**config.mk**
```make
export PLATFORM = sky130hd
export DESIGN_NAME = ls_align_unit
export DESIGN_NICKNAME = d
export VERILOG_FILES = /design/src/rtl/ls_pkg.sv /design/src/rtl/ls_lane_mux.sv /design/src/rtl/ls_align_unit.sv
export SDC_FILE = /design/constraint.sdc
export NUM_CORES = 1
export LEC_CHECK = 0
export CAP_MARGIN = 20
export CORE_MARGIN = 8
export CORE_UTILIZATION = 39
export DETAILED_ROUTE_END_ITERATION = 7
export GPL_TIMING_DRIVEN = 0
export PLACE_DENSITY_LB_ADDON = 0.3
export SYNTH_ARGS = -nofsm -noshare
export SYNTH_HDL_FRONTEND = slang
export SYNTH_SLANG_ARGS = --single-unit
```
**constraint.sdc**
```tcl
create_clock -name clock -period 2.2 [get_ports clock]
set_clock_uncertainty 0.05 [all_clocks]
set_input_delay 0.33 -clock clock [delete_from_list [all_inputs] [get_ports clock]]
set_output_delay 0.33 -clock clock [all_outputs]
set_load 0.005 [all_outputs]
```
**src/rtl/ls_pkg.sv**
```systemverilog
// Shared definitions for the load/store alignment unit: size codes,
// sequencer states and the lane-index width helper.
package ls_pkg;

    localparam logic [1:0] LS_BYTE  = 2'b00;
    localparam logic [1:0] LS_HALF  = 2'b01;
    localparam logic [1:0] LS_WORD  = 2'b10;
    localparam logic [1:0] LS_DWORD = 2'b11;

    typedef enum logic [2:0] {
        ST_IDLE,
        ST_READ,
        ST_WAIT,
        ST_WRITE,
        ST_RESP
    } ls_state_e;

    // Number of address bits selecting a byte lane inside one memory word.
    function automatic int lane_w(input int data_w);
        return $clog2(data_w / 8);
    endfunction

endpackage

```
**src/rtl/ls_lane_mux.sv**
```systemverilog
// Combinational lane logic: extracts and extends a loaded sub-word, and
// merges store data into a previously read word. Both paths share the same
// lane shift and size mask.
module ls_lane_mux
    import ls_pkg::*;
#(
    parameter int DATA_W = 32
) (
    input  logic [DATA_W-1:0]         word,
    input  logic [DATA_W-1:0]         wdata,
    input  logic [lane_w(DATA_W)-1:0] off,
    input  logic [1:0]                size,
    input  logic                      sgn,
    output logic [DATA_W-1:0]         ext,
    output logic [DATA_W-1:0]         merged
);

    localparam int SW = $clog2(DATA_W);

    logic [SW:0]       nbits;
    logic [SW-1:0]     sh;
    logic [SW-1:0]     sign_idx;
    logic [DATA_W-1:0] mask;
    logic [DATA_W-1:0] shifted;
    logic              sign_bit;

    // Shared lane decode: access width in bits, bit offset of the lane, and a low-justified mask.
    always_comb begin
        nbits = (SW+1)'(DATA_W);
        case (size)
            LS_BYTE: nbits = (SW+1)'(8);
            LS_HALF: nbits = (SW+1)'(16);
            LS_WORD: nbits = (SW+1)'(32);
            default: nbits = (SW+1)'(DATA_W);
        endcase
        sh       = {off, 3'b000};
        sign_idx = SW'(nbits - 1'b1);
        mask     = (nbits == (SW+1)'(DATA_W)) ? '1 : ~({DATA_W{1'b1}} << nbits);
    end

    // Load path: right-justify the lane, then sign- or zero-extend.
    always_comb begin
        shifted  = word >> sh;
        sign_bit = shifted[sign_idx];
        ext      = (sgn && sign_bit) ? (shifted | ~mask) : (shifted & mask);
    end

    // Store path: replace only the addressed lane(s) of the read word.
    always_comb begin
        merged = (word & ~(mask << sh)) | ((wdata & mask) << sh);
    end

endmodule

```
**src/rtl/ls_align_unit.sv**
```systemverilog
// Load/store alignment sequencer between the control unit and data memory.
// Issues aligned word accesses, performs read-modify-write for sub-word
// stores and reports misaligned/illegal requests without touching memory.
//
// state    | meaning
// ---------+----------------------------------------------------------
// ST_IDLE  | req_ready high, waiting for a request
// ST_READ  | mem_rd strobe for a load or sub-word store
// ST_WAIT  | MEM_LAT cycles of read latency; data used on the last one
// ST_WRITE | mem_wr strobe with full or merged word
// ST_RESP  | rsp_valid pulse, then back to idle
module ls_align_unit
    import ls_pkg::*;
#(
    parameter int DATA_W  = 32,
    parameter int ADDR_W  = 32,
    parameter int MEM_LAT = 1
) (
    input  logic              clock,
    input  logic              reset,
    input  logic              req_valid,
    output logic              req_ready,
    input  logic              req_write,
    input  logic [1:0]        req_size,
    input  logic              req_signed,
    input  logic [ADDR_W-1:0] req_addr,
    input  logic [DATA_W-1:0] req_wdata,
    output logic [ADDR_W-1:0] mem_addr,
    output logic              mem_rd,
    output logic              mem_wr,
    output logic [DATA_W-1:0] mem_wdata,
    input  logic [DATA_W-1:0] mem_rdata,
    output logic              rsp_valid,
    output logic [DATA_W-1:0] rsp_rdata,
    output logic              rsp_error
);

    localparam int LW = lane_w(DATA_W);
    localparam int CW = (MEM_LAT > 1) ? $clog2(MEM_LAT) : 1;

    ls_state_e         state, state_nx;
    logic [CW-1:0]     cnt, cnt_nx;
    logic              lat_write, lat_signed;
    logic [1:0]        lat_size;
    logic [LW-1:0]     lat_off;
    logic [DATA_W-1:0] lat_wdata;
    logic              latch_en;

    logic              mem_rd_nx, mem_wr_nx, rsp_valid_nx, rsp_error_nx;
    logic [ADDR_W-1:0] mem_addr_nx;
    logic [DATA_W-1:0] mem_wdata_nx, rsp_rdata_nx;

    logic              accept, req_err, req_full;
    logic [DATA_W-1:0] ext, merged;

    ls_lane_mux #(.DATA_W(DATA_W)) u_lane (
        .word   (mem_rdata),
        .wdata  (lat_wdata),
        .off    (lat_off),
        .size   (lat_size),
        .sgn    (lat_signed),
        .ext    (ext),
        .merged (merged)
    );

    // Classify the incoming request: legality/alignment and whether a store covers the whole word.
    always_comb begin
        accept   = req_valid && req_ready;
        req_full = (DATA_W == 32) ? (req_size == LS_WORD) : (req_size == LS_DWORD);
        case (req_size)
            LS_HALF:  req_err = req_addr[0];
            LS_WORD:  req_err = |req_addr[1:0];
            LS_DWORD: req_err = (DATA_W == 32) || (|req_addr[2:0]);
            default:  req_err = 1'b0;
        endcase
    end

    // Next state and next registered outputs.
    always_comb begin
        state_nx     = state;
        cnt_nx       = cnt;
        latch_en     = 1'b0;
        mem_rd_nx    = 1'b0;
        mem_wr_nx    = 1'b0;
        mem_addr_nx  = mem_addr;
        mem_wdata_nx = mem_wdata;
        rsp_valid_nx = 1'b0;
        rsp_rdata_nx = '0;
        rsp_error_nx = 1'b0;
        case (state)
            ST_IDLE: begin
                if (accept) begin
                    latch_en = 1'b1;
                    if (req_err) begin
                        state_nx     = ST_RESP;
                        rsp_valid_nx = 1'b1;
                        rsp_error_nx = 1'b1;
                    end else begin
                        mem_addr_nx = {req_addr[ADDR_W-1:LW], {LW{1'b0}}};
                        if (req_write && req_full) begin
                            state_nx     = ST_WRITE;
                            mem_wr_nx    = 1'b1;
                            mem_wdata_nx = req_wdata;
                        end else begin
                            state_nx  = ST_READ;
                            mem_rd_nx = 1'b1;
                        end
                    end
                end
            end
            ST_READ: begin
                state_nx = ST_WAIT;
                cnt_nx   = CW'(MEM_LAT - 1);
            end
            ST_WAIT: begin
                if (cnt == '0) begin
                    if (lat_write) begin
                        state_nx     = ST_WRITE;
                        mem_wr_nx    = 1'b1;
                        mem_wdata_nx = merged;
                    end else begin
                        state_nx     = ST_RESP;
                        rsp_valid_nx = 1'b1;
                        rsp_rdata_nx = ext;
                    end
                end else begin
                    cnt_nx = cnt - 1'b1;
                end
            end
            ST_WRITE: begin
                state_nx     = ST_RESP;
                rsp_valid_nx = 1'b1;
            end
            ST_RESP: begin
                state_nx = ST_IDLE;
            end
            default: begin
                state_nx = ST_IDLE;
            end
        endcase
    end

    // State, request latch and registered outputs; reset aborts everything.
    always_ff @(posedge clock or negedge reset) begin
        if (!reset) begin
            state      <= ST_IDLE;
            cnt        <= '0;
            lat_write  <= 1'b0;
            lat_signed <= 1'b0;
            lat_size   <= LS_BYTE;
            lat_off    <= '0;
            lat_wdata  <= '0;
            req_ready  <= 1'b0;
            mem_addr   <= '0;
            mem_rd     <= 1'b0;
            mem_wr     <= 1'b0;
            mem_wdata  <= '0;
            rsp_valid  <= 1'b0;
            rsp_rdata  <= '0;
            rsp_error  <= 1'b0;
        end else begin
            state     <= state_nx;
            cnt       <= cnt_nx;
            if (latch_en) begin
                lat_write  <= req_write;
                lat_signed <= req_signed;
                lat_size   <= req_size;
                lat_off    <= req_addr[LW-1:0];
                lat_wdata  <= req_wdata;
            end
            req_ready <= (state_nx == ST_IDLE);
            mem_addr  <= mem_addr_nx;
            mem_rd    <= mem_rd_nx;
            mem_wr    <= mem_wr_nx;
            mem_wdata <= mem_wdata_nx;
            rsp_valid <= rsp_valid_nx;
            rsp_rdata <= rsp_rdata_nx;
            rsp_error <= rsp_error_nx;
        end
    end

endmodule

```
==> flow_summary.toml, run 1 <==
[grt]
grt_use_total_pct = 21.5
antenna_found_initial = 0
overflow = 0
grt_pass1_vias = 6078
grt_pass1_wl_um = 35800
grt_max_degree = 83

[sta]
period_minus_slack_ps = 2240
setup_tns_ps = -209
holdWs_ps = 392
finalHoldViolCount = 0
setup_viol = 10
worst_slew_pin_slew_ps = 655
final_min_period_over_clock_period_pct = 102
slew_headroom_pct = 56.1
max_clock_freq_mhz = 447
slew_violations = 0
layout_setup_ws_ps = -36.9
rsz0062_at_grt = "yes"

[synth]
synth_compound_area_share_pct = 17.1
synthesis.area_um2 = 6670
avgSynthCellArea_um2 = 11.0
synth.largest_area_cell = "dfrtp_1"
ys.flop_type = "dfrtp_1"
yosys.area_share.simple_pct = 9.95
synth_edf_count = 0
synth_top_family_by_area = "compound AO/OA/AOI/OAI gates"
synthAdderAreaFrac_pct = 0.375
post-synth-top-count-cell = "dfrtp_1"
yosys_register_bits = 140
synthXorXnorAreaFrac_pct = 0
postSynthCellCount = 608
synth_warnings = 0
synth_common_cells = "dfrtp_1, mux2_2, nor2_1"
yosysSeqAreaShare_pct = 52.6
synth_top_cell_area_share_pct = 52.6
async_flop_share_pct = 100
synthDistinctLibCells = 48
synthMuxAreaShare_pct = 16.4
synthTopCellsByArea = "dfrtp_1, mux2_2, a21oi_1"

[clock_network]
clk_pin_slew_ps = 70
insertion_delay_ps = 430
cts_tree = "built"
cts_buffers = 17
htree_num_levels = 4
ctsRootBufferMaster = "clkbuf_16"
clock_path_buffers = 2
clkSinkCount = 140

[worst_setup_path]
setup.worst_path.start_class = "flip-flop"
r2r-start = "lat_size[1]"
crit_path_max_fanout = 7
endpoint_kind = "flip-flop"
crit_type = "flip-flop to flip-flop"
crit_chain = "buf_6, nand2b_4, ha_4, buf_6, a222oi_1, buf_4, o32ai_4, a21oi_2, buf_6, nor3_1"
cp-startpoint = "lat_size[1]"
arrival_ps = 2460
worst-path-buf-inv = 4
cpMaxStageDelayCell = "dfrtp_1"
crit_family = "compound AO/OA/AOI/OAI gates"
cp_data_required_time_ps = 2420
max_stage_delay_ps = 380
cp_common_cell = "buf_6"

[power]
leakage_uw = 0.00420
ir_worst_vdd_v = 0.000801
p_total_uw = 14200
power_density_nw_per_um2 = 1420

[routing]
drt-total-wl_um = 23500
drt_iter0_markers = 586
ant_nets = 0
drc = 0
dr.pass1.iters = 6
vias = 5957
wl_per_cell_um = 21.7
via_per_inst = 5.50

[job]
cap_violations = 0

[final_layout]
antenna_cells = 0
nets = 950
drive_gt1_share_pct = 26.1
area_growth_pct = 50.7

[floorplanning]
io_pins = 204
core-area_um2 = 17000
initial_core_util_pct = 39.2
die-area_um2 = 21500
dieWidth_um = 147
core.rowCount = 48
dieHeight_um = 147

[min_path]
min_path_type = "input pin to async pin"

[placed_design]
place.gp.congestion = 0.956
hpwl_um = 17800
portBuffers = 201

[status]
violations = "negative setup slack"
status = "finished with violations"
-- layout by cell type, fill, tap and decap left out, types with 4 or more instances in the layout --
cell type and n:
a21o_1 17, a21oi_1 28, a21oi_2 12, a21oi_4 4, a221oi_1 13, a22o_1 7
a311oi_1 12, a311oi_2 4, a32oi_1 8, buf_2 15, buf_4 18, buf_6 6
clkbuf_1 11, clkbuf_16 17, clkbuf_2 7, clkdlybuf4s50_1 200, clkinvlp_4 4, dfrtp_1 137
inv_1 6, inv_6 6, mux2_2 82, mux2i_1 15, nand2_1 51, nand2_2 4
nand3_1 8, nor2_1 54, nor3_1 6, nor3_2 4, o21ai_0 19, o21ai_2 7
o221ai_1 7, o31ai_1 9
-- flip-flops by register name (all words and copies together) (netlist names), 2 cells and up --
signal     count
lat_size       2
mem_addr      30
lat_wdata     32
lat_off        2
rsp_rdata     32
mem_wdata     32
state          3
-- worst paths after layout --
| check | cells past startpoint | to | slack (ps) |
|---|---|---|---|
| setup reg to reg | 10 | rsp_rdata[12] | -40 |
| max in group asynchronous | 3 | rsp_rdata[10] | 920 |
| hold / removal | 2 | mem_wdata[4] | 390 |
| min in group clock | 2 | mem_wdata[15] | 420 |
| setup / recovery | 10 | rsp_rdata[12] | -40 |
| hold reg to reg | 2 | mem_wdata[15] | 420 |
-- report_power, final --
part           switching [µW]  internal (µW)
clock network            1220           1600
registers                 756           3620
logic                    3430           3630
total                    5400           8840
-- layout make-up --
cell class	count	area (µm²)
fill	1500	6950
sequential	140	3510
multi-input combinational	415	3210
timing repair buffer	222	2220
clock buffer	17	425
tap	225	282
buffer	41	208
clock inverter	15	154
inverter	8	36.3
-- cells by family (layout without fill, tap and decap cells) --
family                     after synthesis  after routing
AOI/OAI and AO/OA                      164            164
and+or+nand+nor                        149            149
DFF                                    140            140
muxes                                   98             98
buffers and inverters                   54            303
adders and majority gates                2              2
other                                    1              2
-- repair_timing --
action,in CTS,in global routing
setup endpoints to repair,94,64
resized for setup,43,51
pin swaps,7,12
buffers inserted,14,5
hold buffers,1,0
endpoints found under the hold margin,58,0
-- per-layer routing --
layer	track usage (%)	wire length, µm	up-vias
met2	34.8	11400	277
li1	-	-	2697
met3	6.46	1760	48
met1	26.6	9630	2935
met5	0	0	-
met4	7.93	713	0
-- metrics by stage --
step	setup slack (ps)	utilization [%]	instances	instance area, µm²
global placement	-4870	52.8	1035	8970
CTS	0.697	57.8	1082	9830
finish	-36.9	59.1	1083	10000
global route	-145	59.1	1083	10000
floorplan	18.9	-	609	6680
detailed placement	-386	53.0	1036	9000
Power figures use the tool's default switching activity.
==> inputs of run 2 (changes only) <==
GPL_TIMING_DRIVEN = 1   (was 0)
==> flow_summary.toml, run 2 (synthesized netlist as in run 1, its figures left out) <==
[power]
power_density_nw_per_um2 = 1410
leakage_uw = 0.00429
ir_worst_vdd_v = 0.000741

[worst_setup_path]
arrival_ps = 2540
setup.worst_path.start_class = "flip-flop"
cpMaxStageDelayCell = "dfrtp_2"
crit_chain = "nor2_4, inv_2, ha_4, nor2b_4, a222oi_1, o32ai_2, buf_4, nand4_1, buf_6, o21ai_1"
cp_data_required_time_ps = 2440
crit_type = "flip-flop to flip-flop"
crit_path_max_fanout = 8
max_stage_delay_ps = 440
endpoint_kind = "flip-flop"

[floorplanning]
io_pins = 204
core.rowCount = 48
core-area_um2 = 17000
dieWidth_um = 147
dieHeight_um = 147
die-area_um2 = 21500
initial_core_util_pct = 39.2

[placed_design]
dpl-instance-area_um2 = 9360
dp_slack_ps = -173
place.gp.congestion = 0.965
hpwl_um = 18000
place_inst = 1048
portBuffers = 201

[sta]
setup_tns_ps = -1240
slew_violations = 0
slew_headroom_pct = 61.8
layout_setup_ws_ps = -97.3
max_clock_freq_mhz = 435
rsz0062_at_grt = "yes"
finalHoldViolCount = 0
setup_viol = 15
worst_slew_pin_slew_ps = 567
period_minus_slack_ps = 2300
holdWs_ps = 356
final_min_period_over_clock_period_pct = 104

[job]
cap_violations = 0

[final_layout]
instances_no_fill = 1086
layout_common_cells = "clkdlybuf4s50_1, dfrtp_1, mux2_2"
seqCellArea_um2 = 3510
layout_commonest_cell = "clkdlybuf4s50_1"
nFillCells = 1410
drive_gt1_share_pct = 25.7
nets = 953
antenna_cells = 0
area_growth_pct = 52.4
multiInputGateArea_um2 = 3120
top_regs = "lat_wdata (32), mem_wdata (32), rsp_rdata (32)"
final_area_um2 = 10200

[routing]
vias = 5989
drt_iter0_markers = 468
via_per_inst = 5.51
wl_per_cell_um = 21.4
drc = 0
drt-total-wl_um = 23300
dr.pass1.iters = 5
ant_nets = 0

[status]
status = "finished with violations"
violations = "negative setup slack"

[clock_network]
clock_path_buffers = 2
clk_pin_slew_ps = 60
cts_tree = "built"
htree_num_levels = 4
cts_buffers = 17
ctsRootBufferMaster = "clkbuf_16"
clkSinkCount = 140
insertion_delay_ps = 420

[grt]
grt_max_degree = 49
grt_pass1_wl_um = 36100
overflow = 0
grt_pass1_vias = 6231
antenna_found_initial = 0
grt_use_total_pct = 21.6

[min_path]
min_path_type = "input pin to async pin"
[run 2: changes by cell type in the layout (fill, tap and decap cells not counted), sizes merged]
cell,previous run,this run
buf,43,65
bufinv,1,3
clkbuf,36,20
clkinv,3,6
clkinvlp,4,2
inv,15,9
[run 2: cell type report]
cell class / instances / area share (%)
Timing Repair Buffer: 266 / 25.8
Tap cell: 225 / 2.77
Multi-Input combinational cell: 415 / 30.7
Inverter: 8 / 0.296
Clock buffer: 20 / 4.30
Sequential cell: 140 / 34.5
Clock inverter: 12 / 1.63
[run 2: report_power, final]
| group | switching, µW | leakage, µW | internal (µW) |
|---|---|---|---|
| logic | 3270 | 0.00225 | 3770 |
| registers | 767 | 0.00175 | 3620 |
| clock network | 1120 | 0.000287 | 1800 |
| total | 5160 | 0.00429 | 9180 |
[run 2: per-layer routing]
layer	share of wire (%)	global-route usage, %	wire length (µm)	up-vias
met5	0	0	0	-
met4	2.6	8.50	610	0
met3	6.6	4.03	1530	43
met2	49	35.9	11500	252
met1	41	27.3	9630	2988
li1	-	-	-	2706
[run 2: critical path: cells and delay by family (launching register included)]
family                     cells  cell delay [ps]
buffers and inverters          3              390
AOI/OAI and AO/OA              3              680
and+or+nand+nor                3              370
DFF                            1              440
adders and majority gates      1              240
[run 2: stage by stage]
step | util (%) | total power, µW
final | 59.8 | 14300
after global placement | 55.1 | 10900
after floorplan | - | 7580
after detailed placement | 55.1 | 11000
after CTS | 59.4 | 14300
after global routing | 59.8 | 15100
[run 2: worst paths after layout]
check                               from            end  slack, ps  depth (start not counted)
min in group clock         mem_wdata[16]  mem_wdata[16]        430                          1
hold / removal                     reset         mem_wr        360                          2
max in group asynchronous          reset   rsp_rdata[7]       1100                          3
setup / recovery             lat_size[1]   rsp_rdata[4]       -100                         10
setup reg to reg             lat_size[1]   rsp_rdata[4]       -100                         10
hold reg to reg            mem_wdata[16]  mem_wdata[16]        430                          1
[run 2: timing repair]
item / in CTS / in global routing
resized for setup: 18 / 27
setup endpoints to repair: 36 / 47
pin swaps: 9 / 9
hold buffers: 1 / 0
setup buffers: 6 / 2
hold endpoints to repair: 46 / 0
==> RTL edit: new RTL, config.mk and constraints of run 1 <==
`DATA_W` is set to 32 in 2 places; all go to 16.
--- a/src/rtl/ls_lane_mux.sv
+++ b/src/rtl/ls_lane_mux.sv
@@ -5,5 +5,5 @@
     import ls_pkg::*;
 #(
-    parameter int DATA_W = 32
+    parameter int DATA_W = 16
 ) (
     input  logic [DATA_W-1:0]         word,
--- a/src/rtl/ls_align_unit.sv
+++ b/src/rtl/ls_align_unit.sv
@@ -13,5 +13,5 @@
     import ls_pkg::*;
 #(
-    parameter int DATA_W  = 32,
+    parameter int DATA_W  = 16,
     parameter int ADDR_W  = 32,
     parameter int MEM_LAT = 1
Interface: changed (resized mem_rdata, mem_wdata, req_wdata and rsp_rdata); port bits go from 204 to 140. No check against the original RTL was run, so the function may have changed too.
==> RTL edit against run 1 <==
Area after synthesis decreased by 37%; power down 45%; core utilization decreased by 2.7 points; count of clock-buffer cells in the layout decreased by 8; die area is 34% lower; worst setup slack gained 91 ps; sequential share of layout area rose by 3.4 points; final area down 40%; wire length decreased by 49%; sequential cell count is 48 lower; largest cell class unchanged.
==> RTL edit: results (changes against run 1) <==
| Metric | Value |
|---|---|
| Vias in the first global route | `3573 (-41%)` |
| Htree depth | `3 (-1)` |
| CP arrival | `2400 ps (-60 ps)` |
| Total GRT Usage | `16.8% (-4.7 points)` |
| R2R Setup Slk | `50 ps (+90 ps)` |
| Largest net degree at the start of global routing | `61 (-27%)` |
| FF-to-FF path depth | `6 (-4)` |
| Outcome | `completed` |
| Root buf cell | `clkbuf_8` |
| FILL cells | `940 (-37%)` |
| Met2 Usage GRT | `26.7% (-8.2 points)` |
| Post-synth top cells | `dfrtp_1 (92), nand2_1 (72), mux2_2 (36)` |
| Synth area leaders | `dfrtp_1 (55%), mux2_2 (9.7%), nand2_1 (6.5%), mux2_1 (5.1%), mux2i_1 (3.6%)` |
| Sequential-to-total area share from yosys stat | `55.0% (+2.5 points)` |
| Dpl ws | `-220 ps (+166 ps)` |
| Dpl hpwl | `9160 um (-49%)` |
| Switch Pwr | `2660 uW (-51%)` |
| Leak pwr | `0.00263 uW (-37%)` |
| Via count | `3431 (-42%)` |
| First-pass GRT wire length | `19200 um (-46%)` |
| Ratio of cells with drive above 1 in the final layout | `13.1% (-13 points)` |
| Post-synthesis xor/xnor area fraction | `0.209% (+0.21 points)` |
| GP Congestion | `0.848 (-11%)` |
| PortBufs | `138 (-31%)` |
| Largest fanout on the critical path | `10 (+3)` |
| Compound-Gate Fraction of Synth Area | `8.29% (-8.8 points)` |
-- RTL edit: cell count changes after synthesis, sizes merged, moves of 15 or more --
cell | before | now
nand2 | 55 | 72
mux2 | 82 | 55
dfrtp | 140 | 92
o21ai | 27 | 11
a221oi | 15 | 0
nor2 | 57 | 21
a31oi | 2 | 17
a311oi | 16 | 0
a21oi | 44 | 12
-- RTL edit: per-stage QoR --
step           area (um^2)  util [%]  hold slack [ps]  std cells  setup TNS [ps]
3_3_place_gp          5740      53.9              403        653         -240820
4_1_cts               5990      56.3              412        671               0
6_report              6010      56.4              403        673               0
3_5_place_dp          5760      54.1              251        654           -4680
5_1_grt               6010      56.4              436        673               0
2_1_floorplan         4180         -            -15.6        375               0
-- RTL edit: what timing repair did --
action / CTS / global route
hold buffers: 1 / 0
setup endpoints to repair: 0 / 13
hold endpoints to repair: 32 / 0
gates resized for setup: 0 / 2
setup buffers: 0 / 2
-- RTL edit: final cells by class --
type	instances	area, um^2	share of cell area, %
buffer	25	126	2.10
inverter	2	7.51	0.125
sequential	92	2300	38.3
timing repair buffer	142	1430	23.8
clock buffer	9	124	2.06
tap	140	175	2.91
clock inverter	7	96.3	1.60
multi-input combinational	256	1750	29.1
-- RTL edit: cell families (layout without fill, tap and decap cells) --
kind of cell    after synthesis  after routing
compound gates               54             54
simple gates                130            130
flops                        92             92
mux                          70             70
xor+xnor                      1              1
buf+inv                      27            185
other cells                   1              1
-- RTL edit: worst min-delay path by stage --
stage,slack (ps),end
after floorplan,-20,lat_off$_DFFE_PN0P_
after global placement,400,lat_wdata[10]$_DFFE_PN0P_
after detailed placement,250,mem_addr[10]$_DFFE_PN0P_
after CTS,410,mem_addr[10]$_DFFE_PN0P_
after global routing,440,mem_addr[10]$_DFFE_PN0P_
final,400,mem_addr[10]$_DFFE_PN0P_
-- RTL edit: routing by layer --
| layer | routed length [um] | up-vias |
|---|---|---|
| li1 | - | 1589 |
| met4 | 189 | 0 |
| met1 | 5050 | 1666 |
| met3 | 1090 | 14 |
| met2 | 5650 | 162 |
| met5 | 0 | - |
-- RTL edit: power groups by stage --
| stage | clock (uW) | sequential, uW | combinational, uW |
|---|---|---|---|
| after floorplan | 0 | 2860 | 1820 |
| after global placement | 0 | 2820 | 3590 |
| after detailed placement | 0 | 2870 | 3660 |
| after CTS | 1300 | 2830 | 3680 |
| after global routing | 1370 | 2930 | 4000 |
| final | 1250 | 2830 | 3680 |
-- RTL edit: worst max-delay path, stage by stage (launching register included) --
cell and delay, ps:
dfrtp_1 330, clkbuf_1 350, nand2b_1 340, clkbuf_1 420, nand3b_1 130, a31oi_1 280, mux2_2 200
